`src/rtl/add_arbiter_if.sv`:
```
// Bundle of requester and result-consumer signals for add_arbiter.
// slave  : the arbiter side (takes requests, drives grants and results).
// master : the requester/consumer side (drives requests, consumes results).
interface add_arbiter_if #(
    parameter int W    = 32,
    parameter int NREQ = 4
);
    localparam int IDW = $clog2(NREQ);

    logic [NREQ-1:0]         IN_valid;
    logic [NREQ-1:0][W-1:0]  IN_dataA;
    logic [NREQ-1:0][W-1:0]  IN_dataB;
    logic [NREQ-1:0]         OUT_ready;
    logic                    OUT_valid;
    logic [W-1:0]            OUT_data;
    logic                    OUT_carry;
    logic [IDW-1:0]          OUT_id;
    logic                    IN_ready;

    modport slave (
        input  IN_valid, IN_dataA, IN_dataB, IN_ready,
        output OUT_ready, OUT_valid, OUT_data, OUT_carry, OUT_id
    );

    modport master (
        output IN_valid, IN_dataA, IN_dataB, IN_ready,
        input  OUT_ready, OUT_valid, OUT_data, OUT_carry, OUT_id
    );
endinterface

```
`src/rtl/add_arbiter.sv`:
```
// add_arbiter: one shared W-bit adder arbitrated round-robin among NREQ
// requesters, feeding a single registered result slot (EMPTY/FULL) that
// can drain and refill in the same cycle.
// Optional build macro ADD_ARBITER_SAT_EN: when defined, a sum that carries
// out saturates OUT_data to all ones; otherwise OUT_data is the wrapped sum.
module add_arbiter #(
    parameter int W    = 32,
    parameter int NREQ = 4
) (
    input  logic          clk,
    input  logic          rst_n,
    add_arbiter_if.slave  bus
);
    localparam int IDW = $clog2(NREQ);

    typedef enum logic {
        EMPTY = 1'b0,
        FULL  = 1'b1
    } state_t;

    state_t          state_q, state_d;
    logic [IDW-1:0]  ptr_q,   ptr_d;
    logic [W-1:0]    data_q,  data_d;
    logic            carry_q, carry_d;
    logic [IDW-1:0]  id_q,    id_d;

    logic [IDW-1:0]  win_idx;
    logic            win_found;
    logic [IDW-1:0]  cand_idx;
    int              cand;
    logic            grant_en;
    logic [NREQ-1:0] grant;
    logic [W:0]      sum_full;

    // Round-robin search: first valid requester at or after ptr, wrapping.
    always_comb begin
        win_idx   = '0;
        win_found = 1'b0;
        cand      = 0;
        cand_idx  = '0;
        for (int k = 0; k < NREQ; k++) begin
            cand     = (int'(ptr_q) + k) % NREQ;
            cand_idx = IDW'(cand);
            if (!win_found && bus.IN_valid[cand_idx]) begin
                win_idx   = cand_idx;
                win_found = 1'b1;
            end
        end
    end

    // A grant is possible when the slot is empty or is being drained this
    // cycle; held low while reset is asserted.
    assign grant_en = rst_n && win_found && ((state_q == EMPTY) || bus.IN_ready);

    // One-hot grant decode: only the winner sees OUT_ready.
    generate
        for (genvar gi = 0; gi < NREQ; gi++) begin : g_grant
            assign grant[gi] = grant_en && (win_idx == IDW'(gi));
        end
    endgenerate

    assign bus.OUT_ready = grant;

    // Shared adder, computed one bit wider to capture the carry-out.
    assign sum_full = {1'b0, bus.IN_dataA[win_idx]} + {1'b0, bus.IN_dataB[win_idx]};

    // Next-state and result-capture logic for the EMPTY/FULL slot.
    always_comb begin
        state_d = state_q;
        ptr_d   = ptr_q;
        data_d  = data_q;
        carry_d = carry_q;
        id_d    = id_q;
        if (grant_en) begin
            ptr_d   = (win_idx == IDW'(NREQ - 1)) ? '0 : win_idx + IDW'(1);
`ifdef ADD_ARBITER_SAT_EN
            data_d  = sum_full[W] ? {W{1'b1}} : sum_full[W-1:0];
`else
            data_d  = sum_full[W-1:0];
`endif
            carry_d = sum_full[W];
            id_d    = win_idx;
        end
        case (state_q)
            EMPTY: begin
                if (grant_en) state_d = FULL;
            end
            FULL: begin
                if (!grant_en && bus.IN_ready) state_d = EMPTY;
            end
            default: state_d = EMPTY;
        endcase
    end

    // State, pointer and result registers; reset discards any held result.
    always_ff @(posedge clk or negedge rst_n) begin
        if (!rst_n) begin
            state_q <= EMPTY;
            ptr_q   <= '0;
            data_q  <= '0;
            carry_q <= 1'b0;
            id_q    <= '0;
        end else begin
            state_q <= state_d;
            ptr_q   <= ptr_d;
            data_q  <= data_d;
            carry_q <= carry_d;
            id_q    <= id_d;
        end
    end

    assign bus.OUT_valid = (state_q == FULL);
    assign bus.OUT_data  = data_q;
    assign bus.OUT_carry = carry_q;
    assign bus.OUT_id    = id_q;

endmodule

```
`src/flat_wrapper.sv`:
```
// flat-port wrapper written by rule: the top's interface ports become plain ports
module add_arbiter_flat 
#(
    parameter int W    = 32,
    parameter int NREQ = 4
)
  (clk, rst_n, bus_IN_valid, bus_IN_dataA, bus_IN_dataB, bus_IN_ready, bus_OUT_ready, bus_OUT_valid, bus_OUT_data, bus_OUT_carry, bus_OUT_id);
  add_arbiter_if #(.W(W), .NREQ(NREQ)) bus_i ();
  input  logic clk;
  input  logic rst_n;
  input wire logic [$bits(bus_i.IN_valid)-1:0] bus_IN_valid;
  input wire logic [$bits(bus_i.IN_dataA)-1:0] bus_IN_dataA;
  input wire logic [$bits(bus_i.IN_dataB)-1:0] bus_IN_dataB;
  input wire logic [$bits(bus_i.IN_ready)-1:0] bus_IN_ready;
  output wire logic [$bits(bus_i.OUT_ready)-1:0] bus_OUT_ready;
  output wire logic [$bits(bus_i.OUT_valid)-1:0] bus_OUT_valid;
  output wire logic [$bits(bus_i.OUT_data)-1:0] bus_OUT_data;
  output wire logic [$bits(bus_i.OUT_carry)-1:0] bus_OUT_carry;
  output wire logic [$bits(bus_i.OUT_id)-1:0] bus_OUT_id;
  assign bus_i.IN_valid = bus_IN_valid;
  assign bus_i.IN_dataA = bus_IN_dataA;
  assign bus_i.IN_dataB = bus_IN_dataB;
  assign bus_i.IN_ready = bus_IN_ready;
  assign bus_OUT_ready = bus_i.OUT_ready;
  assign bus_OUT_valid = bus_i.OUT_valid;
  assign bus_OUT_data = bus_i.OUT_data;
  assign bus_OUT_carry = bus_i.OUT_carry;
  assign bus_OUT_id = bus_i.OUT_id;
  add_arbiter #(.W(W), .NREQ(NREQ)) u_core (.clk(clk), .rst_n(rst_n), .bus(bus_i));
endmodule
```
`config.mk`:
```
export PLATFORM = sky130hd
export DESIGN_NAME = add_arbiter_flat
export DESIGN_NICKNAME = d
export VERILOG_FILES = /design/src/rtl/add_arbiter_if.sv /design/src/rtl/add_arbiter.sv /design/src/flat_wrapper.sv
export SDC_FILE = /design/constraint.sdc
export NUM_CORES = 1
export LEC_CHECK = 0
export CORE_AREA = 2 2 137 139
export DETAILED_ROUTE_END_ITERATION = 10
export DIE_AREA = 0 0 139 141
export SETUP_SLACK_MARGIN = 0.2
export SYNTH_ARGS = -nofsm -noshare
export SYNTH_HDL_FRONTEND = slang
export SYNTH_SLANG_ARGS = --single-unit
```
`constraint.sdc`:
```
create_clock -name clk -period 4.7 [get_ports clk]
set_input_delay 0.94 -clock clk [delete_from_list [all_inputs] [get_ports clk]]
set_output_delay 0.94 -clock clk [all_outputs]
set_load 0.03 [all_outputs]
```
## Yosys cells after proc, flatten, opt, wreduce, memory -nomap -nowiden

Index checks and enable logic that the tools add are counted.

| operators by class | value |
|---|---|
| add/subtract/negate cells | 5 |
| multiply operators | 0 |
| div/mod/pow operators | 0 |
| order comparisons | 5 |
| equality and inequality tests | 3 |
| shift operators | 0 |
| muxes and demuxes | 24 |
| bitwise logic cells | 1 |
| reductions and logical operators | 16 |

Operator list:

| cell | number |
|---|---|
| $bmux W32 S2 | 2 |
| $mux W32 | 2 |
| $add A32 B32 Y33 | 1 |
| $lt A2 B3 Y1 const B | 5 |
| $logic_and A1 B1 Y1 | 10 |
| $mux W1 | 10 |
| $mux W2 | 5 |
| $bmux W1 S2 | 4 |
| $add A2 B1 Y2 const B | 2 |
| $add A2 B2 Y2 const B | 2 |
| $eq A2 B2 Y1 const B | 2 |
| $logic_not A1 Y1 | 4 |
| $eq A2 B1 Y1 const B | 1 |
| $logic_not A2 Y1 | 1 |
| $pmux W1 S2 | 1 |
| $logic_or A1 B1 Y1 | 1 |
| $not A1 Y1 | 1 |

| word-level totals | value |
|---|---|
| flip-flop bits (word level) | 38 |
| bits in latches | 0 |
| RAM bits | 0 |
| memory bits (read-only) | 0 |
| bits of input ports | 263 |
| output and inout bits | 40 |
| logic and storage cells | 59 |
| memories | 0 |

## Longest topological paths before layout

Gate-level depths: netlist of the first run.

| depth | value |
|---|---|
| depth in word-level cells | 18 |
| gate-level depth with buffers | 19 |
| mapped depth without buffers | 17 |

## Least setup slack after synthesis of the first run

Ideal clock, no wire load.

| timing | value |
|---|---|
| path type | input -> register |
| from | input port bus_IN_valid[0] |
| to | register u_core.data_q[26], in the netlist u_core.bus.OUT_data[26] |
| arrival time | 4124 ps |
| data required time | 4605 ps |
| setup slack | 480 ps |
| stages | 18 |
| cell sequence | nor2b_1 > a21oi_1 > nor2_1 > a211oi_2 > inv_1 > buf_2 > clkbuf_1 > nand2_1 > a31oi_1 > ha_1 > fa_1 > a21oi_2 > o211ai_2 > a211oi_2 > nor4_2 > o31a_1 > o21a_1 > o31ai_1 |

| on the way | value |
|---|---|
| longest elaborated chain between the ends | 15 |

RTL lines:

| what | RTL line | source |
|---|---|---|
| from (decl) | flat_wrapper.sv:11 | `input wire logic [$bits(bus_i.IN_valid)-1:0] bus_IN_valid;` |
| $bmux W1 S2 | add_arbiter.sv:44 | `if (!win_found && bus.IN_valid[cand_idx]) begin` |
| $mux W1 (not written as such) | add_arbiter.sv:44 |  |
| $mux W1 | add_arbiter.sv:44 |  |
| $logic_not A1 Y1 | add_arbiter.sv:44 |  |
| $logic_and A1 B1 Y1 | add_arbiter.sv:44 |  |
| $mux W1 | add_arbiter.sv:44 |  |
| $logic_not A1 Y1 | add_arbiter.sv:44 |  |
| $logic_and A1 B1 Y1 | add_arbiter.sv:44 |  |
| $mux W1 | add_arbiter.sv:44 |  |
| $logic_not A1 Y1 | add_arbiter.sv:44 |  |
| $logic_and A1 B1 Y1 | add_arbiter.sv:44 |  |
| $mux W2 | add_arbiter.sv:44 |  |
| $bmux W32 S2 | add_arbiter.sv:65 | `assign sum_full = {1'b0, bus.IN_dataA[win_idx]} + {1'b0, bus.IN_dataB[win_idx]};` |
| $mux W32 (not written as such) | add_arbiter.sv:65 |  |
| $add A32 B32 Y33 | add_arbiter.sv:65 |  |
| to (signal assigned) | add_arbiter.sv:106 | `data_q <= data_d;` |
| to (decl) | add_arbiter.sv:23 | `logic [W-1:0] data_q, data_d;` |

Several ways; a longest one is shown, not always the timed one. The select of a mux whose other input is x is not followed.
A chain may end at the register's enable or synchronous reset.

## Worst setup path after layout of the first run

Ends and elaborated chain as after synthesis.

==> qor.csv, run 1 <==
metric;value;unit
endpoint_kind;flop;
crit_slowest_cell;fa_2;
numClockSinks;38;
placement_rows;50;
layout.cells.non_filler;1488;
cellPowerDensity;716;nW/um2
grt.overflow.total;0;
synth_area_leaders;nand2_1 22%, dfrtp_1 18%, ha_1 8.4%;
hold_ws;0.475;ns
ys.flop_type;dfrtp_1;
grt_pass1_wl;38300;um
postSynthAreaPerCell;6.26;um2
yosysWarnings;0;
synth_top_area_share;22.1;%
status;finished, final reports clean;
grt_max_degree;43;
fill_cells;1817;
ys_ff_latch;38;
clk_latency;0.28;ns
slew_headroom;50.6;%
drc;0;
antenna_left;0;
fin_crit_sh;88.3;%
synth_most_common_cell;nand2_1;
hold_violations;0;
nNetsFinal;1554;
pin_count;303;
start_util;29.3;%
dieHeight;141;um
synth.top_cells.by_count;316 x nand2_1, 67 x a31oi_1, 65 x and3_1, 46 x clkbuf_1, 39 x o21ai_0;
grt_pass1_vias;7241;
finalSetupViolCount;0;
gp_congestion;0.957;
syn_nets;1156;
dp_cells;1472;
path_max_fanout;9;
async_reset_ff_share;100;%
hpwl;21100;um
ctsHoldBuffers;0;
finalClockSkew;0.00636;ns
synth_edf_count;0;
cp_cell_sequence;dlymetal6s2s_1 -> nor2b_4 -> a21oi_2 -> nor2_2 -> a211oi_4 -> buf_12 -> inv_4 -> nand2_1 -> and3_4 -> a31oi_1 -> ha_2 -> fa_2 -> a21oi_4 -> o211ai_4 -> a211oi_2 -> buf_4 -> nor4_4 -> buf_4 -> o31a_1 -> o21a_1 -> o31ai_2;
routed_wl;24900;um
yosys.area.top_type;nand2_1;
first_pass_iters;5;
drive_gt1_share;17.4;%
p_leak;4.56;nW
syn_inst;856;
cap_violations;0;
wire_per_inst;16.7;um
via_count;7402;
worstSetupPathType;input port to flop;
cp_common_cell;buf_4;
diodes;0;
max_freq;0.241;GHz
portBuffers;302;
clk_pin_slew;0.05;ns
ys_types;54;
synthesis.area;5360;um2
period_needed;4.15;ns
drtIter0Drc;345;
rsz0062_at_grt;false;
clockBufferDepth;2;
core;18300;um2
slowest_delay;0.40;ns
cts_max_level;2;
cts_tree;yes;
hp-class;flop to flop;
antenna_found_initial;0;
dieWidth;139;um
worstMarginPinSlew;0.740;ns
final_max_slew_viol_count;0;
worstPathArrival;4.34;ns
gr-usage-all-layers;24.1;%
cts_root_buf;clkbuf_16;
crit_required;4.89;ns
setup.worst_path.start_class;input port;
syn_to_final_growth;88.4;%
ys_seq_area_share;17.7;%
dieArea;19600;um2
numCtsBuffers;5;
vias_per_cell;4.97;
vdd_drop_max;0.343;mV
==> critical path, delay by kind of cell <==
family / cells / cell delay (ns)
adders and majority gates: 2 / 0.62
AOI/OAI and AO/OA: 9 / 1.56
buffers and inverters: 5 / 0.69
and+or+nand+nor: 5 / 0.51
==> area by class of cell <==
class	count	area, um2	share of cell area [%]
sequential	38	951	9.42
multi-input combinational	733	4340	42.9
clock buffer	7	133	1.31
timing repair buffer	458	4310	42.7
tap	234	293	2.90
inverter	18	70.1	0.694
==> metrics by stage <==
step                      TNS (ns)  setup WS (ns)  area [um2]  utilization (%)  power (mW)
after global routing             0          0.349       10100             55.3        7.82
final                            0          0.551       10100             55.3        7.23
after detailed placement     -1.85         -0.257        9590             52.5        6.46
after floorplan                  0          0.480        5360                -        3.84
after CTS                        0          0.164        9760             53.5        6.86
after global placement       -1.60         -0.252        9590             52.5        6.46
==> flip-flops by register name (all words and copies together) (netlist names) <==
| name | flops |
|---|---|
| u_core.ptr_q | 2 |
| u_core.bus.OUT_valid | 1 |
| u_core.bus.OUT_data | 32 |
| u_core.bus.OUT_id | 2 |
| u_core.bus.OUT_carry | 1 |
==> final timing paths <==
check	from	to	slack, ns	cells after the start
setup / recovery	bus_IN_valid[0]	u_core.bus.OUT_data[26]	0.55	21
hold reg to reg	u_core.bus.OUT_data[22]	u_core.bus.OUT_data[22]	0.47	2
setup reg to reg	u_core.ptr_q[0]	u_core.bus.OUT_data[26]	0.98	20
min in group asynchronous	rst_n	u_core.bus.OUT_data[0]	0.72	2
max in group asynchronous	rst_n	u_core.bus.OUT_data[28]	3.63	2
hold / removal	u_core.bus.OUT_data[22]	u_core.bus.OUT_data[22]	0.47	2
==> cells in the final DEF (no fill, tap or decap), types with 3 or more instances in the layout <==
cell,netlist,layout
nand2b_1,5,4
a21oi_4,0,3
ha_2,0,4
nand2_1,316,316
a21o_1,14,14
o211ai_1,3,3
nor3_1,5,4
buf_6,1,8
clkdlybuf4s50_1,0,293
nand3_1,14,14
and3_1,65,63
inv_1,18,14
inv_2,0,3
nor2_1,23,20
nor2_2,0,3
xnor2_1,11,11
clkbuf_16,0,6
nand4_1,16,16
o21ai_1,2,5
a31oi_1,67,55
buf_4,0,143
o21ai_0,39,35
xor2_1,11,11
a31oi_2,1,11
nor2b_1,4,3
o21a_1,6,6
o31ai_1,5,4
buf_12,0,6
dlymetal6s2s_1,0,4
ha_1,36,31
a211o_1,3,3
a21oi_2,4,5
a21oi_1,35,31
dfrtp_1,38,38
and2_1,4,4
o21bai_1,7,7
==> routing by layer <==
layer	GRT usage, %	routed length [um]	vias to the layer above
li1	-	-	3784
met5	0	0	-
met1	33.2	11500	3343
met3	4.45	1610	20
met2	39.5	11400	255
met4	5.10	382	0
==> cell families after synthesis <==
family	after synthesis	share of synthesized area (%)
AND/OR/NAND/NOR	464	38.3
adder cells (fa/ha/maj)	37	8.78
AO/OA/AOI/OAI	210	25.1
buffers and inverters	85	6.51
flip-flops	38	17.7
XOR/XNOR	22	3.60
==> what timing repair did <==
action | in CTS | in global routing
setup endpoints to repair | 13 | 20
gates resized for setup | 12 | 54
pin swaps | 3 | 15
setup buffers | 0 | 8
gates cloned | 0 | 1
==> report_power, final <==
group | internal [mW] | switching (mW) | total, mW
clock network | 0.194 | 0.123 | 0.317
registers | 0.488 | 0.104 | 0.591
logic | 3.01 | 3.31 | 6.32
(Power assumes the default switching activity.)
==> run 2: changes to the inputs <==
CORE_AREA = 2 2 119 121   (was 2 2 137 139)
DIE_AREA = 0 0 121 123   (was 0 0 139 141)
PLACE_DENSITY = 0.82   (was unset)
==> qor.csv, run 2 (synthesis gave the netlist of run 1 again) <==
metric;value;unit
met1_usage;43.0;%
start_util;39.4;%
layout_common_cells;316 x nand2_1, 299 x clkdlybuf4s50_1, 133 x buf_4;
dieArea;14900;um2
cellPowerDensity;753;nW/um2
grt_busiest_layer;met2;
grt.met3_usage;4.11;%
gr-usage-all-layers;31.8;%
status;finished, final reports clean;
finalClockSkew;0.00518;ns
wire_per_inst;18.0;um
cp_top_family;compound AO/OA/AOI/OAI gates;
finalInstanceArea;10200;um2
fin_crit_sh;93.6;%
antenna_left;0;
grt_pass1_wl;37700;um
final_common_cell;nand2_1;
r2r_slack;0.95;ns
post-place-ws;-0.286;ns
gp_congestion;1.02;
p_seq_share;7.8;%
final_max_slew_viol_count;0;
finalSetupViolCount;0;
crit_buf_inv;5;
drive_gt1_share;17.2;%
via_count;7920;
diodes;0;
setup.worst_path.start_class;input port;
min_to;u_core.bus.OUT_data[23];
grt_pass1_vias;7532;
period_needed;4.40;ns
endpoint_kind;flop;
worstMarginPinSlew;0.748;ns
max_freq;0.227;GHz
routed_wl;25800;um
ff2ff_path_depth;18;
r2r_start;u_core.ptr_q[0];
numCtsBuffers;5;
portBuffers;302;
reg2reg_to;u_core.bus.OUT_data[26];
placement_rows;43;
path_max_fanout;12;
grt.overflow.total;0;
place_area;9360;um2
crit_required;4.88;ns
p_clk_share;5.9;%
hp-start;u_core.bus.OUT_data[23];
clk_latency;0.28;ns
setup_slack;0.299;ns
core;13600;um2
cts_root_buf;clkbuf_16;
vias_per_cell;5.55;
cts_tree;yes;
antenna_found_initial;0;
slowest_delay;0.53;ns
cap_violations;0;
syn_to_final_growth;89.7;%
hold_violations;0;
hpwl;19600;um
dieHeight;123;um
numClockSinks;38;
cp_cell_sequence;clkdlybuf4s50_1 -> inv_1 -> o22ai_2 -> a211oi_4 -> buf_12 -> inv_6 -> buf_4 -> nand2_1 -> and3_1 -> a31oi_1 -> ha_1 -> a21oi_2 -> o211ai_2 -> a211oi_2 -> nor4_4 -> o31a_1 -> o21a_1 -> o31ai_2;
grt_max_degree;43;
p_int;3.92;mW
clockBufferDepth;2;
pwr-share-comb;86.3;%
vdd_drop_max;0.338;mV
largest_reg_flops;32;
nNetsFinal;1547;
ctsHoldBuffers;0;
crit_slowest_cell;clkdlybuf4s50_1;
worstSetupPathType;input port to flop;
p_sw_share;48.8;%
drtIter0Drc;532;
drc;0;
slew_headroom;50.2;%
hp-class;flop to flop;
whs_path_depth;2;
dieWidth;121;um
first_pass_iters;5;
worstPathArrival;4.58;ns
pin_count;303;
p_switching;3.74;mW
use_met2;53.7;%
rsz0062_at_grt;false;
clk_pin_slew;0.06;ns
p_leak;4.57;nW
cts_max_level;2;
==> run 2: changes by cell type in the layout (fill, tap and decap cells not counted), moves of 3 or more <==
cell / before / now
buf_4: 143 / 133
clkdlybuf4s50_1: 293 / 299
a21oi_2: 5 / 10
buf_6: 8 / 3
a21oi_1: 31 / 27
buf_16: 0 / 3
==> run 2: what timing repair did <==
action                     CTS  global route
setup endpoints to repair   10            22
pin swaps                    7            31
resized for setup           11            57
setup buffers                9            14
cloned                       2             1
==> run 2: area by class of cell <==
type / instances / area (um2)
timing repair buffer: 451 / 4350
sequential: 38 / 951
clock inverter: 2 / 60.1
fill: 1043 / 3450
clock buffer: 6 / 139
inverter: 18 / 72.6
multi-input combinational: 733 / 4370
tap: 180 / 225
==> run 2: power by group through the flow <==
| stage | logic [mW] | registers, mW | clock network, mW |
|---|---|---|---|
| after floorplan | 2.99 | 0.855 | 0 |
| after global placement | 5.65 | 0.589 | 0 |
| after detailed placement | 5.74 | 0.598 | 0 |
| after CTS | 5.97 | 0.595 | 0.450 |
| after global routing | 7.06 | 0.611 | 0.470 |
| final | 6.61 | 0.597 | 0.450 |
==> run 2: how the worst max path moves through the flow <==
stage                     from                 endpoint  slack (ns)  cells past startpoint
6_report       bus_IN_valid[2]  u_core.bus.OUT_data[26]        0.30                     18
5_1_grt        bus_IN_valid[2]  u_core.bus.OUT_data[26]        0.14                     20
4_1_cts        bus_IN_valid[0]  u_core.bus.OUT_data[22]        0.21                     21
3_5_place_dp   bus_IN_valid[0]  u_core.bus.OUT_data[27]       -0.29                     20
3_3_place_gp   bus_IN_valid[0]  u_core.bus.OUT_data[28]       -0.16                     21
2_1_floorplan  bus_IN_valid[0]  u_core.bus.OUT_data[26]        0.48                     18
==> run 2: stage by stage <==
step / utilization [%] / TNS, ns / instances / total power [mW] / hold WS, ns
floorplan: - / 0 / 856 / 3.84 / 0.524
CTS: 71.7 / 0 / 1413 / 7.02 / 0.485
detailed placement: 68.7 / -2.18 / 1394 / 6.34 / 0.471
global route: 74.7 / 0 / 1428 / 8.14 / 0.502
global placement: 68.7 / -0.994 / 1394 / 6.24 / 0.460
finish: 74.7 / 0 / 1428 / 7.66 / 0.474
==> run 2: per-layer routing <==
metal | wire length (um) | vias to the layer above
met5 | 0 | -
met4 | 701 | 0
met3 | 2120 | 59
met2 | 12300 | 434
met1 | 10700 | 3654
li1 | - | 3773
==> run 2: worst min-delay path: cells and delay by family (launching register included) <==
kind | cells | cell delay [ns]
DFF | 1 | 0.34
and+or+nand+nor | 1 | 0.04
AOI/OAI and AO/OA | 1 | 0.06
